### src/rtl/md_hilo_ctrl_if.sv
// EX-stage HI/LO bundle: instruction operands and products in, stall/status and HI/LO out,
// plus the handshake to the external pipelined unsigned divider.
interface md_hilo_ctrl_if;
   logic        op_valid;
   logic [2:0]  op_code;
   logic [31:0] op_a;
   logic [31:0] op_b;
   logic        flush;
   logic [31:0] mul_hi;
   logic [31:0] mul_lo;
   logic [31:0] div_q;
   logic [31:0] div_r;
   logic        div_ena;
   logic [31:0] div_opa;
   logic [31:0] div_opb;
   logic        stall_ex;
   logic        busy;
   logic        div_by_zero;
   logic [31:0] hi;
   logic [31:0] lo;

   modport slave (
      input  op_valid, op_code, op_a, op_b, flush, mul_hi, mul_lo, div_q, div_r,
      output div_ena, div_opa, div_opb, stall_ex, busy, div_by_zero, hi, lo
   );

   modport master (
      output op_valid, op_code, op_a, op_b, flush, mul_hi, mul_lo, div_q, div_r,
      input  div_ena, div_opa, div_opb, stall_ex, busy, div_by_zero, hi, lo
   );
endinterface

### src/rtl/md_hilo_ctrl.sv
// HI/LO register owner for EX: single-cycle MULT/MTHI/MTLO, multi-cycle signed/unsigned
// divide sequenced around an external fixed-latency unsigned divider.
module md_hilo_ctrl #(
   parameter int DIV_LATENCY = 33
) (
   input logic            clk,
   input logic            rst,
   md_hilo_ctrl_if.slave  bus
);

   localparam int CW = $clog2(DIV_LATENCY + 1);

   localparam logic [2:0] OP_MULT  = 3'd1;
   localparam logic [2:0] OP_MULTU = 3'd2;
   localparam logic [2:0] OP_DIV   = 3'd3;
   localparam logic [2:0] OP_DIVU  = 3'd4;
   localparam logic [2:0] OP_MTHI  = 3'd5;
   localparam logic [2:0] OP_MTLO  = 3'd6;

   typedef enum logic [1:0] {
      IDLE     = 2'd0,
      DIV_RUN  = 2'd1,
      DIV_DONE = 2'd2
   } state_t;

   state_t        state_q, state_d;
   logic [CW-1:0] cnt_q, cnt_d;
   logic [31:0]   hi_q, hi_d;
   logic [31:0]   lo_q, lo_d;
   logic [31:0]   opa_q, opa_d;
   logic [31:0]   opb_q, opb_d;
   logic          q_neg_q, q_neg_d;
   logic          r_neg_q, r_neg_d;

   logic          issue;
   logic          is_mul;
   logic          is_div_any;
   logic          is_signed;
   logic          launch;
   logic          div_zero;
   logic [31:0]   abs_a, abs_b;
   logic [31:0]   q_fix, r_fix;

   // Operand decode; issue is only meaningful in IDLE, so DIV_DONE never relaunches.
   always_comb begin
      issue      = bus.op_valid && !bus.flush && (state_q == IDLE);
      is_mul     = (bus.op_code == OP_MULT) || (bus.op_code == OP_MULTU);
      is_div_any = (bus.op_code == OP_DIV) || (bus.op_code == OP_DIVU);
      is_signed  = (bus.op_code == OP_DIV);
      launch     = issue && is_div_any && (bus.op_b != 32'd0);
      div_zero   = issue && is_div_any && (bus.op_b == 32'd0);
      abs_a      = (is_signed && bus.op_a[31]) ? (32'd0 - bus.op_a) : bus.op_a;
      abs_b      = (is_signed && bus.op_b[31]) ? (32'd0 - bus.op_b) : bus.op_b;
      q_fix      = q_neg_q ? (32'd0 - bus.div_q) : bus.div_q;
      r_fix      = r_neg_q ? (32'd0 - bus.div_r) : bus.div_r;
   end

   always_ff @(posedge clk) begin
      if (rst) begin
         state_q <= IDLE;
         cnt_q   <= '0;
         hi_q    <= '0;
         lo_q    <= '0;
         opa_q   <= '0;
         opb_q   <= '0;
         q_neg_q <= 1'b0;
         r_neg_q <= 1'b0;
      end else begin
         state_q <= state_d;
         cnt_q   <= cnt_d;
         hi_q    <= hi_d;
         lo_q    <= lo_d;
         opa_q   <= opa_d;
         opb_q   <= opb_d;
         q_neg_q <= q_neg_d;
         r_neg_q <= r_neg_d;
      end
   end

   always_comb begin
      state_d = state_q;
      cnt_d   = cnt_q;
      hi_d    = hi_q;
      lo_d    = lo_q;
      opa_d   = opa_q;
      opb_d   = opb_q;
      q_neg_d = q_neg_q;
      r_neg_d = r_neg_q;
      if (bus.flush) begin
         // A flush kills everything, including a same-cycle MULT/MT* write.
         state_d = IDLE;
         cnt_d   = '0;
      end else begin
         case (state_q)
            IDLE: begin
               if (issue) begin
                  if (is_mul) begin
                     hi_d = bus.mul_hi;
                     lo_d = bus.mul_lo;
                  end else if (bus.op_code == OP_MTHI) begin
                     hi_d = bus.op_a;
                  end else if (bus.op_code == OP_MTLO) begin
                     lo_d = bus.op_a;
                  end else if (launch) begin
                     opa_d   = abs_a;
                     opb_d   = abs_b;
                     q_neg_d = is_signed && (bus.op_a[31] ^ bus.op_b[31]);
                     r_neg_d = is_signed && bus.op_a[31];
                     cnt_d   = CW'(DIV_LATENCY);
                     state_d = DIV_RUN;
                  end
               end
            end
            DIV_RUN: begin
               cnt_d = cnt_q - CW'(1);
               if (cnt_q == CW'(1)) begin
                  lo_d    = q_fix;
                  hi_d    = r_fix;
                  state_d = DIV_DONE;
               end
            end
            DIV_DONE: state_d = IDLE;
            default:  state_d = IDLE;
         endcase
      end
   end

   always_comb begin
      bus.stall_ex    = launch || ((state_q == DIV_RUN) && !bus.flush);
      bus.div_ena     = (state_q == DIV_RUN) && !bus.flush;
      bus.busy        = (state_q != IDLE);
      bus.div_by_zero = div_zero;
      bus.div_opa     = opa_q;
      bus.div_opb     = opb_q;
      bus.hi          = hi_q;
      bus.lo          = lo_q;
   end

endmodule
### src/flat_wrapper.sv
// flat-port wrapper written by rule: the top's interface ports become plain ports
module md_hilo_ctrl_flat 
#(
   parameter int DIV_LATENCY = 33
)
  (clk, rst, bus_op_valid, bus_op_code, bus_op_a, bus_op_b, bus_flush, bus_mul_hi, bus_mul_lo, bus_div_q, bus_div_r, bus_div_ena, bus_div_opa, bus_div_opb, bus_stall_ex, bus_busy, bus_div_by_zero, bus_hi, bus_lo);
  md_hilo_ctrl_if bus_i ();
  input logic clk;
  input logic rst;
  input wire logic [$bits(bus_i.op_valid)-1:0] bus_op_valid;
  input wire logic [$bits(bus_i.op_code)-1:0] bus_op_code;
  input wire logic [$bits(bus_i.op_a)-1:0] bus_op_a;
  input wire logic [$bits(bus_i.op_b)-1:0] bus_op_b;
  input wire logic [$bits(bus_i.flush)-1:0] bus_flush;
  input wire logic [$bits(bus_i.mul_hi)-1:0] bus_mul_hi;
  input wire logic [$bits(bus_i.mul_lo)-1:0] bus_mul_lo;
  input wire logic [$bits(bus_i.div_q)-1:0] bus_div_q;
  input wire logic [$bits(bus_i.div_r)-1:0] bus_div_r;
  output wire logic [$bits(bus_i.div_ena)-1:0] bus_div_ena;
  output wire logic [$bits(bus_i.div_opa)-1:0] bus_div_opa;
  output wire logic [$bits(bus_i.div_opb)-1:0] bus_div_opb;
  output wire logic [$bits(bus_i.stall_ex)-1:0] bus_stall_ex;
  output wire logic [$bits(bus_i.busy)-1:0] bus_busy;
  output wire logic [$bits(bus_i.div_by_zero)-1:0] bus_div_by_zero;
  output wire logic [$bits(bus_i.hi)-1:0] bus_hi;
  output wire logic [$bits(bus_i.lo)-1:0] bus_lo;
  assign bus_i.op_valid = bus_op_valid;
  assign bus_i.op_code = bus_op_code;
  assign bus_i.op_a = bus_op_a;
  assign bus_i.op_b = bus_op_b;
  assign bus_i.flush = bus_flush;
  assign bus_i.mul_hi = bus_mul_hi;
  assign bus_i.mul_lo = bus_mul_lo;
  assign bus_i.div_q = bus_div_q;
  assign bus_i.div_r = bus_div_r;
  assign bus_div_ena = bus_i.div_ena;
  assign bus_div_opa = bus_i.div_opa;
  assign bus_div_opb = bus_i.div_opb;
  assign bus_stall_ex = bus_i.stall_ex;
  assign bus_busy = bus_i.busy;
  assign bus_div_by_zero = bus_i.div_by_zero;
  assign bus_hi = bus_i.hi;
  assign bus_lo = bus_i.lo;
  md_hilo_ctrl #(.DIV_LATENCY(DIV_LATENCY)) u_core (.clk(clk), .rst(rst), .bus(bus_i));
endmodule
### config.mk
export PLATFORM = sky130hd
export DESIGN_NAME = md_hilo_ctrl_flat
export DESIGN_NICKNAME = d
export VERILOG_FILES = /design/src/rtl/md_hilo_ctrl_if.sv /design/src/rtl/md_hilo_ctrl.sv /design/src/flat_wrapper.sv
export SDC_FILE = /design/constraint.sdc
export NUM_CORES = 1
export LEC_CHECK = 0
export BUFFER_PORTS_ARGS = -buffer_cell sky130_fd_sc_hd__buf_2
export CORE_UTILIZATION = 35
export DETAILED_ROUTE_END_ITERATION = 8
export GPL_ROUTABILITY_DRIVEN = 0
export PLACE_DENSITY_LB_ADDON = 0.3
export SLEW_MARGIN = 20
export SYNTH_ARGS = -nofsm -noshare
export SYNTH_HDL_FRONTEND = slang
export SYNTH_SLANG_ARGS = --single-unit
### constraint.sdc
create_clock -name clk -period 2.85 [get_ports clk]
set_input_delay 0.57 -clock clk [delete_from_list [all_inputs] [get_ports clk]]
set_output_delay 0.57 -clock clk [all_outputs]
set_load 0.02 [all_outputs]
# Word level (Yosys, flattened, before mapping)
# Index checks and enable logic that the tools add are counted.
[totals]
register_bits = 138
elab_cells = 87
[op_classes]
add_sub_neg = 5
n_eq_ne = 17
mux = 28
bitwise = 5
n_reduce_logical = 24
[ops]
columns = ["operator", "n"]
rows = [
  ["2-to-1 mux 32 bit", 13],
  ["case mux 32 bit (2 select lines)", 2],
  ["subtractor 1 x 32 -> 32 bit, first input constant", 4],
  ["zero test 32 bit", 1],
  ["nonzero test 32 bit", 1],
  ["2-to-1 mux 6 bit", 5],
  ["AND reduction 6 bit", 3],
  ["2-to-1 mux 2 bit", 6],
  ["case mux 6 bit (2 select lines)", 1],
  ["equality test 3 bit, second input constant", 3],
  ["logical AND 1 bit", 9],
  ["inequality test 3 x 2 -> 1 bit, second input constant", 3],
  ["AND reduction 7 bit", 1],
  ["equality test 3 x 2 -> 1 bit, second input constant", 2],
  ["equality test 6 x 1 -> 1 bit, second input constant", 1],
  ["inequality test 2 x 1 -> 1 bit, second input constant", 3],
  ["inequality test 2 bit, second input constant", 3],
  ["subtractor 6 x 1 -> 6 bit, second input constant", 1],
  ["AND reduction 5 bit", 1],
  ["inverter 1 bit", 4],
  ["case mux 2 bit (2 select lines)", 1],
  ["nonzero test 2 bit", 2],
  ["equality test 3 x 1 -> 1 bit, second input constant", 1],
  ["logical OR 1 bit", 3],
  ["5 further kinds", 5],
]

# Longest topological paths before layout
# Gate-level depths: netlist of run 1.
[logic_depth]
ltp_word = 11
depth_mapped = 11

# Least setup slack after synthesis of run 1
# OpenSTA, ideal clock, no wires.
[synth_path]
path_kind = "input port to output port"
startpoint = "in bus_op_b[10]"
endpoint = "out bus_div_by_zero"
arrival_time_ns = 2.182
t_required_ns = 2.280
setup_slack_ns = 0.098
cell_stages = 5
path_cell_list = "or4_1 nor4b_1 and2_1 nand2_1 nor3_1"
[synth_between]
elab_chain_cells = 2
[synth_lines]
columns = ["element", "line", "text"]
rows = [
  ["start: declaration", "flat_wrapper.sv:13", "input wire logic [$bits(bus_i.op_b)-1:0] bus_op_b;"],
  ["zero test 32 bit", "md_hilo_ctrl.sv:51", "div_zero = issue && is_div_any && (bus.op_b == 32'd0);"],
  ["logical AND 1 bit", "md_hilo_ctrl.sv:51", ""],
  ["end: declaration", "flat_wrapper.sv:24", "output wire logic [$bits(bus_i.div_by_zero)-1:0] bus_div_by_zero;"],
]
# No other way between the ends.

# Worst setup path after layout of run 1
[layout_path]
startpoint = "in bus_op_b[6]"
endpoint = "out bus_div_by_zero"
# Same word-level chain as after synthesis.

==> impl_metrics.toml, run 1 <==
[global_routing]
grt_antenna_before_repair = 5
grtUsageMet3_pct = 5.81
grt_pass1_vias = 9692
grt_max_degree = 83
grt_pass1_wl_mm = 56.3
busiest_layer = "met2"
grt-ovfl-total = 0
grtUsageMet1_pct = 37.7
gr-usage-all-layers_pct = 27.8
grt_use_met2_pct = 43.2

[yosys]
syn-num-nets = 1426
synth_cell_type_count = 73
synth_top_area_share_pct = 30.2
async_flop_share_pct = 0
syn_avg_cell_area_um2 = 7.50
syn_area_um2 = 9160
synth.area.top_cells = "dfxtp_1 (30%), a21oi_1 (7.2%), xnor2_1 (6.4%), nand2_1 (5.8%), nor2_1 (4.8%)"
synthCells = 1221
synth-edff-count = 0
ys_ff_latch = 138
yosysWarnings = 0
ys_seq_area_share_pct = 30.2
yosysTopAreaCell = "dfxtp_1"
ys.flop_type = "dfxtp_1"

[worst_setup_path]
cp_slowest_cell = "or4_4"
cp_cell_sequence = "buf_2 > or4_4 > nor4b_2 > buf_4 > and2_1 > nand2_1 > nor3_1 > buf_4"
endpoint_kind = "output pin"
cp_data_arrival_time_ns = 2.21
critPathRequiredTime_ns = 2.28
critical_path_buf_inv_count = 3
critical_path_cell_count = 8
cp_top_family = "simple AND/OR/NAND/NOR gates"
start_kind = "input pin"
criticalPathCategory = "in2out"
critPathMaxFanout = 3
cpPeakStageDelay_ns = 0.56
crit_path_frequent_cell = "buf_4"
reg2reg_depth = 6

[pwr]
irDropWorstVdd_mv = 0.269
p_per_area_nw_per_um2 = 445
p_leak_nw = 4.88
total_power_w = 0.00532

[route]
vias = 10721
drtPass1Iterations = 5
drtAntennaViolNets = 0
drtIter0Drc = 904
drcViolationCount = 0
wl_per_cell_um = 20.4
routed_wl_mm = 38.4
via_per_inst = 5.69

[placement]
place_inst = 1850
place_area_um2 = 11300
dp_slack_ns = 0.0154
hpwl_mm = 29.5
portBuffers = 330

[status]
status = "finished, final reports clean"

[cts]
clock-sinks = 138
clk_path_buf_depth = 2
insertion_delay_ns = 0.43
cts_root_buf = "clkbuf_16"
cts_tree = "done"
path_clk_slew_ns = 0.07
cts_hold_buffers = 0
cts_inserted_buffers = 17
cts_max_level = 4

[min_path]
hp-class = "in2reg"
whs_path_depth = 3

[timing]
final-setup-viol-count = 0
fin_crit_sh_pct = 97.5
fin_ws_ns = 0.0706
rsz0062_at_grt = "false"
relSlewSlack_pct = 36.8
min_period_ns = 2.78
clock_skew_ns = 0.0111
max_freq_ghz = 0.360
final_max_slew_viol_count = 0
hold_violations = 0
timing.setup.tns_ns = 0
tightestPinTransition_ns = 0.945

[die]
io_pins = 331
core-area_um2 = 25400
num_rows = 58
initial_core_util_pct = 36.1
die_h_um = 164
die-area_um2 = 26800
dieWidth_um = 164

[cells_and_area]
stdcell_count = 1884
fin_area_um2 = 11900
drive_gt1_share_pct = 30.3
layout_commonest_cell = "buf_2"
syn_to_final_growth_pct = 30.4
fin_nets = 1744
fillers = 2614
final_cell_mix = "buf_2 (328), nand2_1 (141), dfxtp_1 (138)"

[job]
cap_viol_max_count = 0
-- power by group --
part | switching [W] | total, W | internal [W]
registers | 0.0000352 | 0.00203 | 0.00199
clock network | 0.00103 | 0.00227 | 0.00124
logic | 0.000649 | 0.00102 | 0.000367
total | 0.00172 | 0.00532 | 0.00360
-- cell type report --
| type | instances | area (um2) | share of cell area, % |
|---|---|---|---|
| Inverter | 24 | 90.1 | 0.754 |
| Clock buffer | 17 | 425 | 3.56 |
| Tap cell | 330 | 413 | 3.46 |
| Timing Repair Buffer | 390 | 2160 | 18.1 |
| Multi-Input combinational cell | 968 | 5930 | 49.7 |
| Clock inverter | 15 | 159 | 1.33 |
| Antenna cell | 2 | 5.00 | 0.0419 |
| Sequential cell | 138 | 2760 | 23.1 |
-- worst register-to-register path, cell delays in order (launching register included) --
cell     delay [ns]
dfxtp_1        0.34
nor2_1         0.41
a31oi_1        0.32
or2_2          0.54
buf_4          0.24
o41ai_1        0.36
nor2_1         0.09
-- registers in the layout (all words and copies together), names as in the netlist --
register and flops:
u_core.bus.div_opa 32, u_core.bus.div_opb 32, u_core.bus.hi 32, u_core.bus.lo 32
u_core.cnt_q 6, u_core.q_neg_q 1, u_core.r_neg_q 1, u_core.state_q 2
-- routing by layer --
layer	vias to the layer above	share of wire [%]
met3	65	8.5
li1	5117	-
met5	-	0.11
met1	5045	44
met2	486	44
met4	8	2.8
-- worst paths after layout --
check | startpoint | to | slack [ns]
max | bus_op_b[6] | bus_div_by_zero | 0.07
min | bus_op_b[0] | u_core.bus.div_opb[0] | 0.44
max reg2reg | u_core.cnt_q[2] | u_core.bus.hi[30] | 0.43
min reg2reg | u_core.bus.hi[18] | u_core.bus.hi[18] | 0.46
-- synthesized netlist by cell type (11+ instances only) --
cell,number
inv_1,23
a311oi_1,14
a31oi_1,36
o21ai_0,79
buf_2,12
dfxtp_1,138
or2_2,14
or3_1,12
a211oi_1,27
nor3_1,39
nor2_1,117
o41ai_1,11
nand3_1,32
nor4_1,16
o211ai_1,16
mux2i_1,15
o31ai_1,24
xor2_1,31
nand2_1,141
xnor2_1,67
a221oi_1,11
a21oi_1,132
clkbuf_1,67
or4_1,13
-- cell families (layout without fill, tap and decap cells) --
group,count (synthesis),count (layout),synth area share (%)
adder cells (fa/ha/maj),6,6,0.820
AO/OA/AOI/OAI,402,402,28.2
XOR/XNOR,98,98,9.37
other,0,2,0
buffers and inverters,115,446,5.41
flip-flops,138,138,30.2
multiplexers,18,18,2.01
AND/OR/NAND/NOR,444,444,24.0
-- metrics by stage --
stage / util [%] / hold WS (ns)
after floorplan: - / 0.463
after global placement: 44.7 / 0.439
after detailed placement: 44.7 / 0.443
after CTS: 47.0 / 0.422
after global routing: 47.0 / 0.454
final: 47.0 / 0.438
-- timing repair --
item                       in CTS  in global routing
gates resized for setup         1                  3
pin swaps                       0                  1
setup endpoints to repair       1                  3
gates cloned                    0                  0
setup buffers                   0                  0
(Power assumes the default switching activity.)
==> run 2, diff against run 1 <==
SETUP_SLACK_MARGIN = 0.4   (was not set)
==> impl_metrics.toml, run 2 (synthesis gave the netlist of run 1 again) <==
[worst_setup_path]
reg2reg_depth = 8
cp_data_arrival_time_ns = 2.13
endpoint_kind = "output pin"
r2r_setup_slack_ns = 0.55
crit_start = "bus_op_b[6]"
start_kind = "input pin"
criticalPathCategory = "in2out"
cp-endpoint = "bus_div_by_zero"
r2r-start = "u_core.state_q[1]"
critPathRequiredTime_ns = 2.28
critPathMaxFanout = 2
reg2reg_to = "u_core.bus.lo[10]"

[cts]
cts_max_level = 4
cts_inserted_buffers = 17
clock-sinks = 138
cts_tree = "done"
clk_path_buf_depth = 2
insertion_delay_ns = 0.43
path_clk_slew_ns = 0.06
cts_hold_buffers = 0
cts_root_buf = "clkbuf_16"

[pwr]
pwr-share-comb_pct = 18.8
p_int_w = 0.00381
seq_power_share_pct = 36.5
p_per_area_nw_per_um2 = 452
swShare_pct = 31.4
p_leak_nw = 5.06
irDropWorstVdd_mv = 0.309
power.share.clock_pct = 44.6
p_sw_w = 0.00175
total_power_w = 0.00556

[global_routing]
gr-usage-all-layers_pct = 28.5
grt-ovfl-total = 0
grt_antenna_before_repair = 8
grt_max_degree = 83
grt_pass1_vias = 9966
grt_pass1_wl_mm = 58.0

[min_path]
hp-class = "in2reg"

[cells_and_area]
multi_input_area_um2 = 6020
seq_area_um2 = 2760
drive_gt1_share_pct = 31.8
fin_nets = 1761
layout_commonest_cell = "buf_2"
fillers = 2589
syn_to_final_growth_pct = 34.4
final_cell_mix = "buf_2 (322), nand2_1 (139), dfxtp_1 (138)"

[timing]
final_max_slew_viol_count = 0
final-setup-viol-count = 0
max_freq_ghz = 0.370
min_period_ns = 2.70
clock_skew_ns = 0.0136
hold_violations = 0
holdWs_ns = 0.410
relSlewSlack_pct = 57.2
rsz0062_at_grt = "true"
fin_crit_sh_pct = 94.8
timing.setup.tns_ns = 0
tightestPinTransition_ns = 0.641

[route]
drtPass1Iterations = 5
wl_per_cell_um = 20.5
routed_wl_mm = 39.1
vias = 10841
via_per_inst = 5.68
drtIter0Drc = 1044
drcViolationCount = 0
drtAntennaViolNets = 0

[die]
die-area_um2 = 26800
core-area_um2 = 25400
dieWidth_um = 164
initial_core_util_pct = 36.1
io_pins = 331
num_rows = 58
die_h_um = 164

[job]
cap_viol_max_count = 0

[placement]
hpwl_mm = 30.1
portBuffers = 330

[status]
status = "finished, final reports clean"
run 2: layer usage:
layer / up-vias / global-route usage [%] / wire (um)
met5: - / 0 / 37
met4: 6 / 11.6 / 1300
met3: 81 / 5.96 / 3400
met2: 572 / 44.4 / 17400
met1: 5026 / 38.2 / 16900
li1: 5156 / - / -
run 2: final cells by class:
cell class	instances	share of cell area (%)
Sequential cell	138	22.4
Antenna cell	8	0.163
Inverter	24	0.731
Tap cell	330	3.35
Clock inverter	15	1.74
Multi-Input combinational cell	968	48.9
Clock buffer	17	3.45
Timing Repair Buffer	407	19.3
run 2: metrics by stage:
stage | cells | area, um2 | utilization [%] | worst slack [ns]
CTS | 1893 | 12200 | 48.0 | 0.155
global placement | 1858 | 11500 | 45.2 | 0.0174
finish | 1907 | 12300 | 48.5 | 0.148
detailed placement | 1858 | 11500 | 45.2 | 0.0364
floorplan | 1221 | 9210 | - | 0.308
global route | 1902 | 12300 | 48.4 | 0.0809
run 2: worst max-delay path, stage by stage:
cell and delay, ns:
buf_2 0.11, or4_4 0.57, nor4b_4 0.27, buf_4 0.15, and2_4 0.14, nand2_2 0.06
nor3_4 0.12, buf_6 0.14
run 2: worst min-delay path by stage:
stage / slack (ns) / endpoint / depth (start not counted) / start
floorplan: 0.46 / u_core.cnt_q[5] / 1 / u_core.cnt_q[5]
global placement: 0.44 / u_core.bus.div_opb[0] / 2 / u_core.bus.div_opb[0]
detailed placement: 0.44 / u_core.bus.div_opb[0] / 2 / u_core.bus.div_opb[0]
CTS: 0.43 / u_core.bus.div_opb[26] / 3 / bus_op_b[26]
global route: 0.41 / u_core.bus.div_opb[26] / 3 / bus_op_b[26]
finish: 0.41 / u_core.bus.div_opb[26] / 3 / bus_op_b[26]
run 2: what timing repair did:
item | in CTS | in global routing
buffers inserted | 3 | 6
endpoints found under the setup margin | 6 | 16
hold endpoints to repair | 0 | 0
gates cloned | 0 | 0
pin swaps | 5 | 4
resized for setup | 14 | 14
run 2: power groups by stage:
stage	clock [W]	combinational [W]	sequential (W)
2_1_floorplan	0	0.000427	0.00215
3_3_place_gp	0	0.00100	0.00208
3_5_place_dp	0	0.00101	0.00208
4_1_cts	0.00252	0.00102	0.00203
5_1_grt	0.00260	0.00112	0.00204
6_report	0.00248	0.00105	0.00203
